[config.mk]
export PLATFORM = sky130hd
export DESIGN_NAME = psram_traffic_gen
export DESIGN_NICKNAME = d
export VERILOG_FILES = /design/src/rtl/psram_tg_pkg.sv /design/src/rtl/psram_pattern_gen.sv /design/src/rtl/psram_traffic_gen.sv
export SDC_FILE = /design/constraint.sdc
export NUM_CORES = 1
export LEC_CHECK = 0
export CAP_MARGIN = 20
export CORE_ASPECT_RATIO = 1.4
export CORE_MARGIN = 2
export CORE_UTILIZATION = 58
export CTS_CLUSTER_SIZE = 8
export DETAILED_ROUTE_END_ITERATION = 8
export PLACE_DENSITY = 0.89
export SLEW_MARGIN = 20
export SYNTH_ARGS = -nofsm -noshare
export SYNTH_HDL_FRONTEND = slang
export SYNTH_SLANG_ARGS = --single-unit
[constraint.sdc]
create_clock -name ram_clk -period 9.69 [get_ports ram_clk]
set_input_delay 1.938 -clock ram_clk [delete_from_list [all_inputs] [get_ports ram_clk]]
set_output_delay 1.938 -clock ram_clk [all_outputs]
set_load 0.1 [all_outputs]
[src/rtl/psram_tg_pkg.sv]
// Shared state encoding, mode/pattern codes and LFSR definition for the
// PSRAM traffic generator and its pattern source.
package psram_tg_pkg;

  typedef enum logic [2:0] {
    ST_IDLE,
    ST_WAIT_RDY,
    ST_REQ,
    ST_XFER,
    ST_NEXT,
    ST_DONE
  } tg_state_e;

  typedef enum logic [1:0] {
    MODE_WRITE     = 2'd0,
    MODE_READ      = 2'd1,
    MODE_WR_VERIFY = 2'd2,
    MODE_RSVD      = 2'd3
  } tg_mode_e;

  typedef enum logic [1:0] {
    PAT_BYTE_INC  = 2'd0,
    PAT_LFSR      = 2'd1,
    PAT_ADDR_BEAT = 2'd2,
    PAT_RSVD      = 2'd3
  } tg_pattern_e;

  localparam logic [31:0] LFSR_POLY    = 32'h8020_0003;
  localparam logic [31:0] DEFAULT_SEED = 32'h0406_0103;

  // Right-shifting Galois form: the feedback mask is applied when the bit
  // shifted out is one.
  function automatic logic [31:0] lfsr32_step(input logic [31:0] x);
    return (x >> 1) ^ (x[0] ? LFSR_POLY : 32'h0);
  endfunction

endpackage

[src/rtl/psram_pattern_gen.sv]
// Data pattern source shared by the write and read-check phases; the current
// word is held in a register so it can drive the controller directly.
module psram_pattern_gen
  import psram_tg_pkg::*;
#(
  parameter int          DW     = 32,
  parameter int          ADDR_W = 32,
  parameter logic [31:0] SEED   = DEFAULT_SEED
) (
  input  logic              i_clk,
  input  logic              i_rst,
  input  logic              i_load,
  input  logic              i_rebase,
  input  logic              i_advance,
  input  tg_pattern_e       i_sel,
  input  logic [ADDR_W-1:0] i_addr,
  output logic [DW-1:0]     o_word
);

  localparam logic [31:0] LFSR_SEED = (SEED == 32'h0) ? 32'h1 : SEED;

  logic [DW-1:0] r_word;
  logic [DW-1:0] w_next;
  logic [DW-1:0] w_byte_inc;
  logic [DW-1:0] w_lfsr_next;
  logic [DW-1:0] w_addr_word;

  always_comb begin
    w_byte_inc = r_word;
    for (int b = 0; b < DW / 8; b++) begin
      w_byte_inc[b*8 +: 8] = r_word[b*8 +: 8] + 8'd1;
    end
  end

  assign w_lfsr_next = DW'(lfsr32_step(32'(r_word)));
  assign w_addr_word = DW'(i_addr);

  // Address+beat restarts from the burst address at every burst; the other
  // patterns keep running across bursts and only restart on a full load.
  always_comb begin
    w_next = r_word;
    if (i_load) begin
      case (i_sel)
        PAT_LFSR:      w_next = DW'(LFSR_SEED);
        PAT_ADDR_BEAT: w_next = w_addr_word;
        default:       w_next = DW'(SEED);
      endcase
    end else if (i_rebase && (i_sel == PAT_ADDR_BEAT)) begin
      w_next = w_addr_word;
    end else if (i_advance) begin
      case (i_sel)
        PAT_LFSR:      w_next = w_lfsr_next;
        PAT_ADDR_BEAT: w_next = r_word + DW'(1);
        default:       w_next = w_byte_inc;
      endcase
    end
  end

  always_ff @(posedge i_clk) begin
    if (i_rst) begin
      r_word <= DW'(SEED);
    end else begin
      r_word <= w_next;
    end
  end

  assign o_word = r_word;

endmodule

[src/rtl/psram_traffic_gen.sv]
// Burst write / read / write-then-verify engine for the user side of
// psram_controller, with error count, first failing location and timeout.
module psram_traffic_gen
  import psram_tg_pkg::*;
#(
  parameter int          BIT_WIDTH = 16,
  parameter int          ADDR_W    = 32,
  parameter int          BEATS     = 8,
  parameter int          ADDR_STEP = 16,
  parameter int          ADDR_SPAN = 2**20,
  parameter logic [31:0] SEED      = DEFAULT_SEED,
  parameter int          TIMEOUT   = 1024,
  parameter int          CNT_W     = 16,
  localparam int         BEAT_W    = (BEATS > 1) ? $clog2(BEATS) : 1
) (
  input  logic                   ram_clk,
  input  logic                   ram_rst,
  input  logic                   start,
  input  logic [1:0]             mode,
  input  logic [1:0]             pattern,
  input  logic [ADDR_W-1:0]      base_addr,
  input  logic [CNT_W-1:0]       num_bursts,
  input  logic                   init_cable_complete,
  input  logic                   ctrl_idle,
  input  logic                   ram_wr_valid,
  input  logic                   ram_rd_valid,
  input  logic [2*BIT_WIDTH-1:0] ram_data_out,
  output logic                   ram_en,
  output logic                   rw_ctrl,
  output logic [ADDR_W-1:0]      addr_in,
  output logic [2*BIT_WIDTH-1:0] ram_data_in,
  output logic                   busy,
  output logic                   done,
  output logic                   pass,
  output logic                   timeout,
  output logic [CNT_W-1:0]       err_cnt,
  output logic [ADDR_W-1:0]      first_err_addr,
  output logic [BEAT_W-1:0]      first_err_beat
);

  localparam int                DW        = 2 * BIT_WIDTH;
  localparam int                TMO_W     = $clog2(TIMEOUT + 1);
  localparam logic [ADDR_W-1:0] SPAN_MASK = ADDR_W'(ADDR_SPAN - 1);
  localparam logic [ADDR_W-1:0] STEP      = ADDR_W'(ADDR_STEP);
  localparam logic [TMO_W-1:0]  TMO_LIMIT = TMO_W'(TIMEOUT);
  localparam logic [BEAT_W-1:0] LAST_BEAT = BEAT_W'(BEATS - 1);

  tg_state_e         r_state;
  tg_mode_e          r_mode;
  tg_pattern_e       r_pattern;
  logic [ADDR_W-1:0] r_base;
  logic [ADDR_W-1:0] r_addr;
  logic [CNT_W-1:0]  r_num;
  logic [CNT_W-1:0]  r_burst;
  logic [BEAT_W-1:0] r_beat;
  logic [TMO_W-1:0]  r_tmo;
  logic              r_read_phase;
  logic              r_ram_en;
  logic              r_rw;
  logic              r_busy;
  logic              r_done;
  logic              r_pass;
  logic              r_timeout;
  logic [CNT_W-1:0]  r_err;
  logic [ADDR_W-1:0] r_first_addr;
  logic [BEAT_W-1:0] r_first_beat;

  tg_mode_e          w_mode_in;
  tg_pattern_e       w_pattern_in;
  tg_pattern_e       w_pat_sel;
  logic [ADDR_W-1:0] w_next_addr;
  logic [ADDR_W-1:0] w_pat_addr;
  logic [DW-1:0]     w_pat_word;
  logic              w_ready;
  logic              w_beat_hit;
  logic              w_mismatch;
  logic              w_last_burst;
  logic              w_switch_phase;
  logic              w_tmo_hit;
  logic              w_pat_load;
  logic              w_pat_rebase;

  assign w_mode_in    = (mode == 2'd3) ? MODE_WRITE : tg_mode_e'(mode);
  assign w_pattern_in = (pattern == 2'd3) ? PAT_BYTE_INC : tg_pattern_e'(pattern);

  assign w_ready        = init_cable_complete & ctrl_idle;
  assign w_beat_hit     = (r_state == ST_XFER) &&
                          (r_read_phase ? ram_rd_valid : ram_wr_valid);
  assign w_mismatch     = w_beat_hit && r_read_phase && (ram_data_out != w_pat_word);
  assign w_last_burst   = ((r_burst + CNT_W'(1)) == r_num);
  assign w_switch_phase = w_last_burst && (r_mode == MODE_WR_VERIFY) && !r_read_phase;
  assign w_tmo_hit      = (r_tmo == TMO_LIMIT);

  // Offset wraps inside the ADDR_SPAN window; bits above the span stay at base.
  assign w_next_addr = (r_addr & ~SPAN_MASK) | ((r_addr + STEP) & SPAN_MASK);

  assign w_pat_sel    = (r_state == ST_IDLE) ? w_pattern_in : r_pattern;
  assign w_pat_load   = ((r_state == ST_IDLE) && start) ||
                        ((r_state == ST_NEXT) && w_switch_phase);
  assign w_pat_rebase = (r_state == ST_NEXT) && !w_last_burst;
  assign w_pat_addr   = (r_state == ST_IDLE) ? base_addr :
                        w_switch_phase       ? r_base    : w_next_addr;

  psram_pattern_gen #(
    .DW     (DW),
    .ADDR_W (ADDR_W),
    .SEED   (SEED)
  ) u_pattern (
    .i_clk     (ram_clk),
    .i_rst     (ram_rst),
    .i_load    (w_pat_load),
    .i_rebase  (w_pat_rebase),
    .i_advance (w_beat_hit),
    .i_sel     (w_pat_sel),
    .i_addr    (w_pat_addr),
    .o_word    (w_pat_word)
  );

  always_ff @(posedge ram_clk) begin
    if (ram_rst) begin
      r_state      <= ST_IDLE;
      r_mode       <= MODE_WRITE;
      r_pattern    <= PAT_BYTE_INC;
      r_base       <= '0;
      r_addr       <= '0;
      r_num        <= '0;
      r_burst      <= '0;
      r_beat       <= '0;
      r_tmo        <= '0;
      r_read_phase <= 1'b0;
      r_ram_en     <= 1'b0;
      r_rw         <= 1'b0;
      r_busy       <= 1'b0;
      r_done       <= 1'b0;
      r_pass       <= 1'b0;
      r_timeout    <= 1'b0;
      r_err        <= '0;
      r_first_addr <= '0;
      r_first_beat <= '0;
    end else begin
      r_ram_en <= 1'b0;
      r_done   <= 1'b0;
      case (r_state)
        ST_IDLE: begin
          if (start) begin
            r_mode       <= w_mode_in;
            r_pattern    <= w_pattern_in;
            r_base       <= base_addr;
            r_addr       <= base_addr;
            r_num        <= num_bursts;
            r_burst      <= '0;
            r_tmo        <= '0;
            r_read_phase <= (w_mode_in == MODE_READ);
            r_busy       <= 1'b1;
            r_pass       <= 1'b0;
            r_timeout    <= 1'b0;
            r_err        <= '0;
            r_first_addr <= '0;
            r_first_beat <= '0;
            r_state      <= ST_WAIT_RDY;
          end
        end
        ST_WAIT_RDY: begin
          if (r_num == '0) begin
            r_state <= ST_DONE;
            r_done  <= 1'b1;
            r_busy  <= 1'b0;
            r_pass  <= 1'b1;
          end else if (w_ready) begin
            r_state  <= ST_REQ;
            r_ram_en <= 1'b1;
            r_rw     <= !r_read_phase;
            r_tmo    <= '0;
          end else if (w_tmo_hit) begin
            r_state   <= ST_DONE;
            r_done    <= 1'b1;
            r_busy    <= 1'b0;
            r_timeout <= 1'b1;
            r_pass    <= 1'b0;
          end else begin
            r_tmo <= r_tmo + TMO_W'(1);
          end
        end
        ST_REQ: begin
          r_state <= ST_XFER;
          r_beat  <= '0;
          r_tmo   <= '0;
        end
        ST_XFER: begin
          if (w_beat_hit) begin
            r_tmo  <= '0;
            r_beat <= r_beat + BEAT_W'(1);
            if (w_mismatch) begin
              if (r_err != {CNT_W{1'b1}}) begin
                r_err <= r_err + CNT_W'(1);
              end
              if (r_err == '0) begin
                r_first_addr <= r_addr;
                r_first_beat <= r_beat;
              end
            end
            if (r_beat == LAST_BEAT) begin
              r_state <= ST_NEXT;
            end
          end else if (w_tmo_hit) begin
            r_state   <= ST_DONE;
            r_done    <= 1'b1;
            r_busy    <= 1'b0;
            r_timeout <= 1'b1;
            r_pass    <= 1'b0;
          end else begin
            r_tmo <= r_tmo + TMO_W'(1);
          end
        end
        ST_NEXT: begin
          r_tmo <= '0;
          if (!w_last_burst) begin
            r_burst <= r_burst + CNT_W'(1);
            r_addr  <= w_next_addr;
            r_state <= ST_WAIT_RDY;
          end else if (w_switch_phase) begin
            r_burst      <= '0;
            r_addr       <= r_base;
            r_read_phase <= 1'b1;
            r_state      <= ST_WAIT_RDY;
          end else begin
            r_state <= ST_DONE;
            r_done  <= 1'b1;
            r_busy  <= 1'b0;
            r_pass  <= (r_err == '0);
          end
        end
        ST_DONE: begin
          r_state <= ST_IDLE;
        end
        default: begin
          r_state <= ST_IDLE;
        end
      endcase
    end
  end

  assign ram_en         = r_ram_en;
  assign rw_ctrl        = r_rw;
  assign addr_in        = r_addr;
  assign ram_data_in    = w_pat_word;
  assign busy           = r_busy;
  assign done           = r_done;
  assign pass           = r_pass;
  assign timeout        = r_timeout;
  assign err_cnt        = r_err;
  assign first_err_addr = r_first_addr;
  assign first_err_beat = r_first_beat;

endmodule

==> flow_metrics.tcl <==
set metrics [dict create \
    synthXorXnorAreaFrac_pct 8.812 \
    grt_antenna_before_repair 1 \
    report.final.setup_viol 0 \
    clock-root-buffer "clkbuf_16" \
    hold_path_depth 2 \
    synth_largest_type_area_fraction_pct 34.75 \
    timing.critical_path.to_type "flop" \
    finClkSkew_ps 16.72 \
    core_region_area_mm2 0.02032 \
    synth.avg_cell_area_um2 7.563 \
    route.layer.met1.wl_um 14220 \
    reg2reg_path_depth 10 \
    critPathMaxFanout 21 \
    dr_wl_met3_um 3494 \
    grt_first_pass_wirelength_um 63540 \
    synthArstFlopShare_pct 0 \
    area_delta_synth_final_pct 23.82 \
    number_of_enable_flip_flop_cells_after_synthesis 0 \
    via_count_of_the_first_global_routing_pass 12000 \
    holdCritPathClass "flop to flop" \
    crit_path_start_kind "primary input" \
    timing_worst_slew_pin_value_ps 1056 \
    synth-seq-cells 207 \
    fp.dieArea_mm2 0.02174 \
    placement_rows 62 \
    critical_path_arrival_ps 5240 \
    grt_setup_unrepaired "no" \
    timing.critical_path.cells "clkdlybuf4s50_1 -> nand2b_1 -> o21ai_0 -> ha_1 -> and3_1 -> a211o_1 -> nor2_2 -> a221o_1" \
    finalCritPeriodShare_pct 49.67 \
    grt_start_max_net_pins 87 \
    nNetsFinal 1822 \
    final_period_minus_worst_setup_slack_ps 4813 \
    max-slew-margin-rel_pct 29.36 \
    synth.net_count 1682 \
    layout-drive-gt1-share_pct 4.834 \
    postCtsSetupBuffers 0 \
    yosys.area_share.adder_pct 1.469 \
    finalHoldViolCount 0 \
    postLayoutCoreUtil_pct 72.66 \
    post_cts.resized_instances 0 \
    hold_slack_ps 469.7 \
    synth_top_family_by_area "simple AND/OR/NAND/NOR gates" \
    synth.lib_cells_used.distinct 76 \
    antenna-diode-count 0 \
    regToRegSetupSlack_ps 4890 \
    detailroute.via_count 12830 \
    rr_startpoint "r_burst[0]" \
    number_of_maximum_capacitance_constraint_violations 0 \
    wl_per_cell_um 20.41 \
    vias_per_cell 6.504 \
    antenna_left 0 \
    clockBufferDepth 3 \
    yosys-mux-area-fraction_pct 3.514 \
    dpl-instance-area_mm2 0.01400 \
    die_w_um 125.2 \
    total_power_after_layout_w 0.002782 \
    cp_data_required_time_ps 10110 \
    ys_warn_count 0 \
    yosys.area_share.simple_pct 26.56 \
    start_util_pct 58.68 \
    insertion_delay_ps 550 \
    fin_tns_setup_ps 0 \
    synth-compound-area-share_pct 19.68 \
    io_buffers 211 \
    pin_count 212 \
    dr.first_iter.drc_count 1669 \
    timing.rr.end "u_pattern.o_word[0]" \
    result_of_the_run "finished clean" \
    synth.cell_area_mm2 0.01193 \
    place_congestion 0.9479 \
    ir_drop_uv 140.9 \
    cts_tree "built" \
    detail_route.wirelength_um 40260 \
    worst_path_max_delay_cell "ha_1" \
    critPathKind "primary input to flop" \
    dp_hpwl_um 27520 \
    ys_seq_area_share_pct 34.75 \
    drv_slew 0 \
    floorplan.die.height_um 173.7 \
    cellLeakagePower_nw 5.414 \
    final_cell_area_mm2 0.01477 \
    track_usage_pct 35.48 \
    syn_inst 1577 \
    fmaxAchievable_ghz 0.2078 \
    detail_route.drc_violations 0 \
    max_stage_delay_ps 750 \
    power_per_cell_area_mw_per_mm2 188.4 \
    whs_endpoint "r_base[8]" \
    cts.clk_slew.worst_paths_ps 50 \
    cts-hold-fix-buffers 0 \
    numCtsBuffers 29 \
    synth_flop_cell "dfxtp_1" \
    top_signal_layer_used "met4" \
    tritoncts_num_sinks 207 \
    synth.top_cells.by_area "dfxtp_1, nor2_1, nand2_1" \
    hold_path.startpoint "r_base[8]" \
    htreeDepth 1 \
    netlist.top_cell.by_area "dfxtp_1" \
    routed-wl-met2_um 19740 \
    drtPass1Iterations 9 \
    grt_remaining_overflow 0 \
]
layout make-up:
class / instances / area, µm²
repair buffers: 228 / 2237
flip-flops and latches: 207 / 4144
clock buffers: 30 / 729.5
inverters: 32 / 120.1
fillers: 1537 / 5557
clock inverters: 1 / 20.02
multi-input cells: 1219 / 7197
well taps: 256 / 320.3
cell usage in the layout (no fill, tap or decap), types with 5 or more instances in the layout:
master           Yosys  final
nor2_1             245    244
nand2_1            217    215
clkdlybuf4s50_1      0    210
dfxtp_1            207    207
a21oi_1            128    128
xor2_1              71     71
nor3_1              63     62
o21ai_0             53     53
xnor2_1             49     49
nand3_1             38     38
a221oi_1            35     35
mux2i_1             34     34
inv_1               32     32
clkbuf_16            0     29
nor4_1              23     23
and3_1              22     22
a211oi_1            19     18
nand4_1             18     18
buf_4                3     18
ha_1                14     14
o211ai_1            13     13
a31oi_1             11     11
a221o_1             11     11
and4_1              10     10
or4_1                9      9
a311oi_1             8      8
o2111ai_1            8      8
a211o_1              8      8
a22oi_1              8      8
and2_1               7      7
mux2_2               7      7
nand2b_1             6      6
or3_1                6      6
nand3b_1             5      5
o221a_2              5      5
worst max-delay path: cells and delay by family:
| kind | cells | cell delay [ps] |
|---|---|---|
| simple gates | 3 | 880 |
| fa+ha+maj | 1 | 750 |
| compound gates | 3 | 1250 |
| buf+inv | 1 | 410 |
sequential cells by signal, summed over array words and instances, names as in the netlist, 2 cells and up:
register and cells:
addr_in 32, err_cnt 16, first_err_addr 32, first_err_beat 3, r_base 32, r_beat 3, r_burst 16, r_mode 2
r_num 16, r_pattern 2, r_state 3, r_tmo 11, u_pattern.o_word 32
worst max path at each step:
stage                    start                    to
floorplan           pattern[1]  u_pattern.o_word[20]
global route        pattern[0]   u_pattern.o_word[6]
global placement    pattern[1]  u_pattern.o_word[11]
detailed placement  pattern[1]   u_pattern.o_word[5]
finish              pattern[0]   u_pattern.o_word[0]
CTS                 pattern[1]  u_pattern.o_word[20]
layer usage:
metal / up-vias / track usage (%)
met4: 0 / 21.53
met1: 6002 / 41.40
met2: 785 / 60.39
met5: - / 0
li1: 5840 / -
met3: 206 / 6.265
kinds of logic (layout without fill, tap and decap cells):
| group | after synthesis | after routing |
|---|---|---|
| AND/OR/NAND/NOR | 693 | 693 |
| AO/OA/AOI/OAI | 351 | 351 |
| adder cells (fa/ha/maj) | 14 | 14 |
| XOR/XNOR | 120 | 120 |
| flip-flops | 207 | 207 |
| multiplexers | 41 | 41 |
| buffers and inverters | 151 | 291 |
synth_stat cells (4+ instances only):
cell type,n
a311oi_1,8
and3_1,22
nor3_1,63
nand3_1,38
o32a_1,4
xnor2_1,49
nand2_1,217
nor2_1,245
a221oi_1,35
or2_2,4
dfxtp_1,207
a211oi_1,19
o2111ai_1,8
ha_1,14
o221a_2,5
o211ai_1,13
a211o_1,8
mux2i_1,34
nand2b_1,6
a22oi_1,8
or3_1,6
xor2_1,71
a31oi_1,11
a221o_1,11
and4_1,10
nand3b_1,5
a21oi_1,128
nor2b_1,4
o21ai_0,53
buf_2,10
clkbuf_1,101
or4_1,9
nor4_1,23
inv_1,32
and2_1,7
nand4_1,18
a2111o_1,4
mux2_2,7
stage by stage:
stage | setup slack (ps) | instances
final | 4877 | 1973
after global routing | 4667 | 1973
after CTS | 4780 | 1972
after detailed placement | 4267 | 1941
after global placement | 4340 | 1941
after floorplan | 5595 | 1577
power breakdown:
part | total (W) | internal (W) | switching, W
Clock | 0.000886 | 0.000524 | 0.000361
Combinational | 0.000868 | 0.000255 | 0.000613
Sequential | 0.00103 | 0.000914 | 0.000115
(Power assumes the default switching activity.)
